`src/rtl/hs_src_arbiter.sv`:
```
// hs_src_arbiter: round-robin arbiter sharing one two-phase handshake CDC
// channel among 2**IDW requesters in the source (sclk) domain.
// Optional macro HS_ARB_TIMEOUT_EN: WAIT-state timeout with sticky tmo_err.
module hs_src_arbiter #(
   parameter int unsigned IDW     = 2,
   parameter int unsigned WIDTH   = 30,
   parameter int unsigned TMO_CYC = 1023
) (
   input  logic                          sclk,
   input  logic                          rst_n,
   input  logic [2**IDW-1:0]             req,
   input  logic [(2**IDW)*WIDTH-1:0]     req_data,
   output logic [2**IDW-1:0]             grant,
   input  logic                          sidle,
   output logic                          sready,
   output logic [WIDTH+IDW-1:0]          hs_din,
   output logic                          busy,
   output logic [15:0]                   xfer_cnt,
   input  logic                          err_clr,
   output logic                          tmo_err
);

   localparam int unsigned NREQ = 2**IDW;
   localparam int unsigned DW   = WIDTH + IDW;

   typedef enum logic [1:0] {
      IDLE = 2'd0,
      SEND = 2'd1,
      WAIT = 2'd2
   } state_t;

   state_t            state_q;
   logic [IDW-1:0]    ptr_q;
   logic [NREQ-1:0]   grant_q;
   logic              sready_q;
   logic [DW-1:0]     hs_din_q;
   logic              busy_q;
   logic [15:0]       xfer_cnt_q;

   logic [IDW-1:0]    win_c;
   logic [IDW-1:0]    idx_c;
   logic              found_c;
   logic [WIDTH-1:0]  pay_c;

`ifdef HS_ARB_TIMEOUT_EN
   localparam int unsigned CNT_W = 10;
   logic [CNT_W-1:0]  tmo_cnt_q;
   logic              tmo_err_q;
`endif

   // Round-robin search: first set request strictly after the last winner, with wrap
   always_comb begin
      win_c   = ptr_q;
      idx_c   = ptr_q;
      found_c = 1'b0;
      for (int unsigned i = 1; i <= NREQ; i++) begin
         idx_c = ptr_q + IDW'(i);
         if (!found_c && req[idx_c]) begin
            win_c   = idx_c;
            found_c = 1'b1;
         end
      end
   end

   // Payload mux for the current winner
   always_comb begin
      pay_c = '0;
      for (int unsigned i = 0; i < NREQ; i++) begin
         if (win_c == IDW'(i)) begin
            pay_c = req_data[i*WIDTH +: WIDTH];
         end
      end
   end

   // Arbitration FSM with registered grant/sready/hs_din/busy/counters
   always_ff @(posedge sclk or negedge rst_n) begin
      if (!rst_n) begin
         state_q    <= IDLE;
         ptr_q      <= IDW'(NREQ - 1);
         grant_q    <= '0;
         sready_q   <= 1'b0;
         hs_din_q   <= '0;
         busy_q     <= 1'b0;
         xfer_cnt_q <= '0;
`ifdef HS_ARB_TIMEOUT_EN
         tmo_cnt_q  <= '0;
         tmo_err_q  <= 1'b0;
`endif
      end else begin
         sready_q <= 1'b0;
         grant_q  <= '0;
`ifdef HS_ARB_TIMEOUT_EN
         // Clear first so a timeout set later in this block takes priority
         if (err_clr) begin
            tmo_err_q <= 1'b0;
         end
`endif
         case (state_q)
            IDLE: begin
               if (sidle && found_c) begin
                  hs_din_q <= {win_c, pay_c};
                  ptr_q    <= win_c;
                  sready_q <= 1'b1;
                  grant_q  <= NREQ'(1) << win_c;
                  busy_q   <= 1'b1;
                  state_q  <= SEND;
               end
            end
            SEND: begin
               xfer_cnt_q <= xfer_cnt_q + 16'd1;
               state_q    <= WAIT;
`ifdef HS_ARB_TIMEOUT_EN
               tmo_cnt_q  <= '0;
`endif
            end
            WAIT: begin
               if (sidle) begin
                  busy_q  <= 1'b0;
                  state_q <= IDLE;
               end
`ifdef HS_ARB_TIMEOUT_EN
               else if (tmo_cnt_q == CNT_W'(TMO_CYC - 1)) begin
                  tmo_err_q <= 1'b1;
                  busy_q    <= 1'b0;
                  state_q   <= IDLE;
               end else begin
                  tmo_cnt_q <= tmo_cnt_q + CNT_W'(1);
               end
`endif
            end
            default: begin
               busy_q  <= 1'b0;
               state_q <= IDLE;
            end
         endcase
      end
   end

   assign grant    = grant_q;
   assign sready   = sready_q;
   assign hs_din   = hs_din_q;
   assign busy     = busy_q;
   assign xfer_cnt = xfer_cnt_q;

`ifdef HS_ARB_TIMEOUT_EN
   assign tmo_err  = tmo_err_q;
`else
   // Without the timeout there is no error source; err_clr has no effect
   logic unused_c;
   assign unused_c = err_clr ^ (TMO_CYC != 0);
   assign tmo_err  = 1'b0;
`endif

endmodule

```
`config.mk`:
```
export PLATFORM = sky130hd
export DESIGN_NAME = hs_src_arbiter
export DESIGN_NICKNAME = d
export VERILOG_FILES = /design/src/rtl/hs_src_arbiter.sv
export SDC_FILE = /design/constraint.sdc
export NUM_CORES = 1
export LEC_CHECK = 0
export CELL_PAD_IN_SITES_DETAIL_PLACEMENT = 0
export CELL_PAD_IN_SITES_GLOBAL_PLACEMENT = 1
export CORE_ASPECT_RATIO = 0.9
export CORE_UTILIZATION = 49
export CTS_CLUSTER_DIAMETER = 60
export CTS_CLUSTER_SIZE = 10
export DETAILED_ROUTE_END_ITERATION = 8
export DONT_BUFFER_PORTS = 1
export GPL_TIMING_DRIVEN = 0
export PLACE_DENSITY_LB_ADDON = 0.25
export RECOVER_POWER = 100
export SYNTH_ARGS = -nofsm -noshare
export SYNTH_HDL_FRONTEND = slang
export SYNTH_SLANG_ARGS = --single-unit
```
`constraint.sdc`:
```
create_clock -name sclk -period 5.48 [get_ports sclk]
set_input_delay 0.822 -clock sclk [delete_from_list [all_inputs] [get_ports sclk]]
set_output_delay 0.822 -clock sclk [all_outputs]
set_load 0.02 [all_outputs]
```
==> flow_summary_export.csv <==
group,metric,value,unit
run_status,status,"finished clean",
place,placed_area,3560,µm²
clocking,clk_latency,0.34,ns
logic_synthesis,synth_top_cell_area_share,40.6,%
cells_and_area,final_area,3730,µm²
timing,relSlewSlack,24.5,%
detailed_routing,first_pass_iters,4,
worst_setup_path,path_class,"flip-flop to flip-flop",
cells_and_area,drive_above_1_share,13.3,%
timing,clock.fmax,0.345,GHz
logic_synthesis,ys_ff_latch,58,
floorplanning,die-area,7380,µm²
worst_setup_path,crit_path_start,"ptr_q[1]",
timing,tightest_slew,1.12,ns
floorplanning,initial_core_util,51.5,%
timing,clock_skew,0.00773,ns
detailed_routing,post_drt_via_cell_ratio,6.31,
detailed_routing,wire_per_inst,20.4,µm
cells_and_area,layout_commonest_cell,"dfrtp_1",
cells_and_area,fin_nets,515,
timing,setup_tns,0,ns
logic_synthesis,ys.flop_type,"dfrtp_1",
worst_setup_path,r2r-start,"ptr_q[1]",
clocking,cts.sinks,58,
timing,finalSetupViolCount,0,
logic_synthesis,yosys_warnings,0,
clocking,cts_max_level,3,
cells_and_area,layout_common_cells,"dfrtp_1 (56), o21ai_0 (41), nor2_1 (32)",
worst_setup_path,crit_fanout,10,
global_routing,grt_remaining_overflow,0,
clocking,root_buffer,"clkbuf_8",
clocking,clk_pin_slew,0.07,ns
timing,hold_violations,0,
floorplanning,ios,183,
cells_and_area,syn2layout_area_growth,8.09,%
global_routing,grt_usage,27.1,%
detailed_routing,drtAntennaViolNets,0,
global_routing,antenna_found_initial,0,
logic_synthesis,synthDistinctLibCells,51,
clocking,cts_resized,0,
power,leakagePower,1.54,nW
cells_and_area,diodes,0,
logic_synthesis,synth_area_per_cell,9.20,µm²
logic_synthesis,synth_async_sr_flop_share,100,%
detailed_routing,via_count,3037,
timing,rsz0062_at_grt,"no",
place,preCtsSetupSlack,3.04,ns
global_routing,grt_max_degree,59,
cells_and_area,multi_input_area,1750,µm²
timing,slew_viol_final,0,
logic_synthesis,syn-num-nets,504,
clocking,cts_tree,"done",
timing,worst_slack,2.58,ns
timing,fin_crit_sh,52.8,%
run,maxCapViolCount,0,
floorplanning,rows,28,
clocking,cts_hold_buf,0,
min_path,holdCritPathClass,"input pin to asynchronous set/reset pin",
global_routing,grt_pass1_vias,2905,
place,gp_congestion,0.814,
worst_setup_path,cp.arrival,3.14,ns
cells_and_area,ff_latch_area,1450,µm²
global_routing,grt_pass1_wl,15300,µm
logic_synthesis,syn_inst,375,
timing,period_needed,2.90,ns
clocking,cts_buffer_depth,2,
logic_synthesis,synth_edf_count,0,
worst_setup_path,ff2ff_setup_slack,2.58,ns
detailed_routing,drt_iter0_markers,101,
power,p_per_area,616,nW/µm²
worst_setup_path,cp_data_required_time,5.73,ns
place,dpl.hpwl,7090,µm
logic_synthesis,synth_area_leaders,"dfrtp_1 (41%), o21ai_0 (6.0%), nand3_1 (4.2%)",
place,numPortBuffers,0,
worst_setup_path,end_kind,"flip-flop",
floorplanning,fp.coreArea,6690,µm²
floorplanning,die_w,90.4,µm
clocking,numCtsBuffers,9,
cells_and_area,final_util,55.7,%
cells_and_area,nFillCells,662,
logic_synthesis,syn_area,3450,µm²
detailed_routing,routed_wl,9810,µm
floorplanning,die_y,81.6,µm
power,ir_drop,0.000285,V
detailed_routing,drc_errors,0,
clocking,post_cts_buffers,0,
logic_synthesis,yosysTopAreaCell,"dfrtp_1",
logic_synthesis,synth.yosys.seq_area_share,42.2,%
worst_setup_path,start_kind,"flip-flop",
per-layer routing:
layer / track usage (%) / wire, µm / vias to the layer above
li1: - / - / 1414
met1: 35.3 / 4280 / 1466
met2: 44.3 / 4600 / 150
met3: 7.96 / 832 / 7
met4: 8.06 / 103 / 0
met5: 0 / 0 / -
flip-flops by register name, indices dropped and copies added (netlist names):
register  count
sready        1
ptr_q         2
busy          1
state_q       2
xfer_cnt     16
grant         4
hs_din       32
cells in the mapped netlist, types with 2 or more instances:
master	n
and3_1	11
xnor2_1	8
dfstp_2	2
nand3_1	29
nand2_1	21
a31oi_1	14
o21ai_0	41
a21o_1	14
nor3_1	5
inv_1	2
nor2_1	32
o32ai_1	8
dfrtp_1	56
nand2b_1	3
o31ai_1	8
buf_4	7
clkbuf_1	13
nor3b_1	2
buf_6	4
buf_2	11
mux2_4	3
nor2b_1	2
mux2_2	6
xor2_1	7
o2bb2ai_1	8
a32oi_1	13
a311oi_1	9
a21oi_1	13
kinds of logic after synthesis:
| group | Yosys count | share of synthesized area (%) |
|---|---|---|
| adder cells (fa/ha/maj) | 1 | 0.363 |
| XOR/XNOR | 15 | 3.81 |
| buffers and inverters | 39 | 6.31 |
| AO/OA/AOI/OAI | 137 | 27.0 |
| other | 1 | 0.109 |
| flip-flops | 58 | 42.2 |
| multiplexers | 9 | 3.27 |
| AND/OR/NAND/NOR | 115 | 17.0 |
through the flow:
stage | std cells | power [mW] | hold slack, ns
detailed placement | 465 | 1.92 | 0.528
global route | 481 | 2.47 | 0.148
finish | 481 | 2.30 | 0.173
global placement | 465 | 1.89 | 0.527
floorplan | 375 | 1.66 | 0.505
CTS | 481 | 2.33 | 0.156
critical path: stages (launching register included):
cell and delay [ns]:
dfstp_2 0.51, clkbuf_1 0.32, or2b_1 0.16, a21oi_1 0.08
nor3_1 0.90, clkbuf_1 0.44, o32ai_1 0.17, o31ai_1 0.21
layout make-up:
type | count | share of cell area (%)
multi-input combinational | 278 | 46.9
sequential | 58 | 39.0
buffer | 36 | 5.34
clock buffer | 10 | 3.69
tap | 90 | 3.02
clock inverter | 6 | 1.78
inverter | 3 | 0.302
worst paths after layout:
kind,depth (start not counted),end
max,7,hs_din[9]
min,0,hs_din[6]
max reg2reg,7,hs_din[9]
min reg2reg,1,busy
max in group asynchronous,0,ptr_q[0]
min in group sclk,1,busy
where the power goes:
group	internal [mW]	leakage, nW	switching, mW
Combinational	0.390	0.739	0.583
Sequential	0.597	0.708	0.320
Clock	0.222	0.0945	0.185
Power figures use the tool's default switching activity.
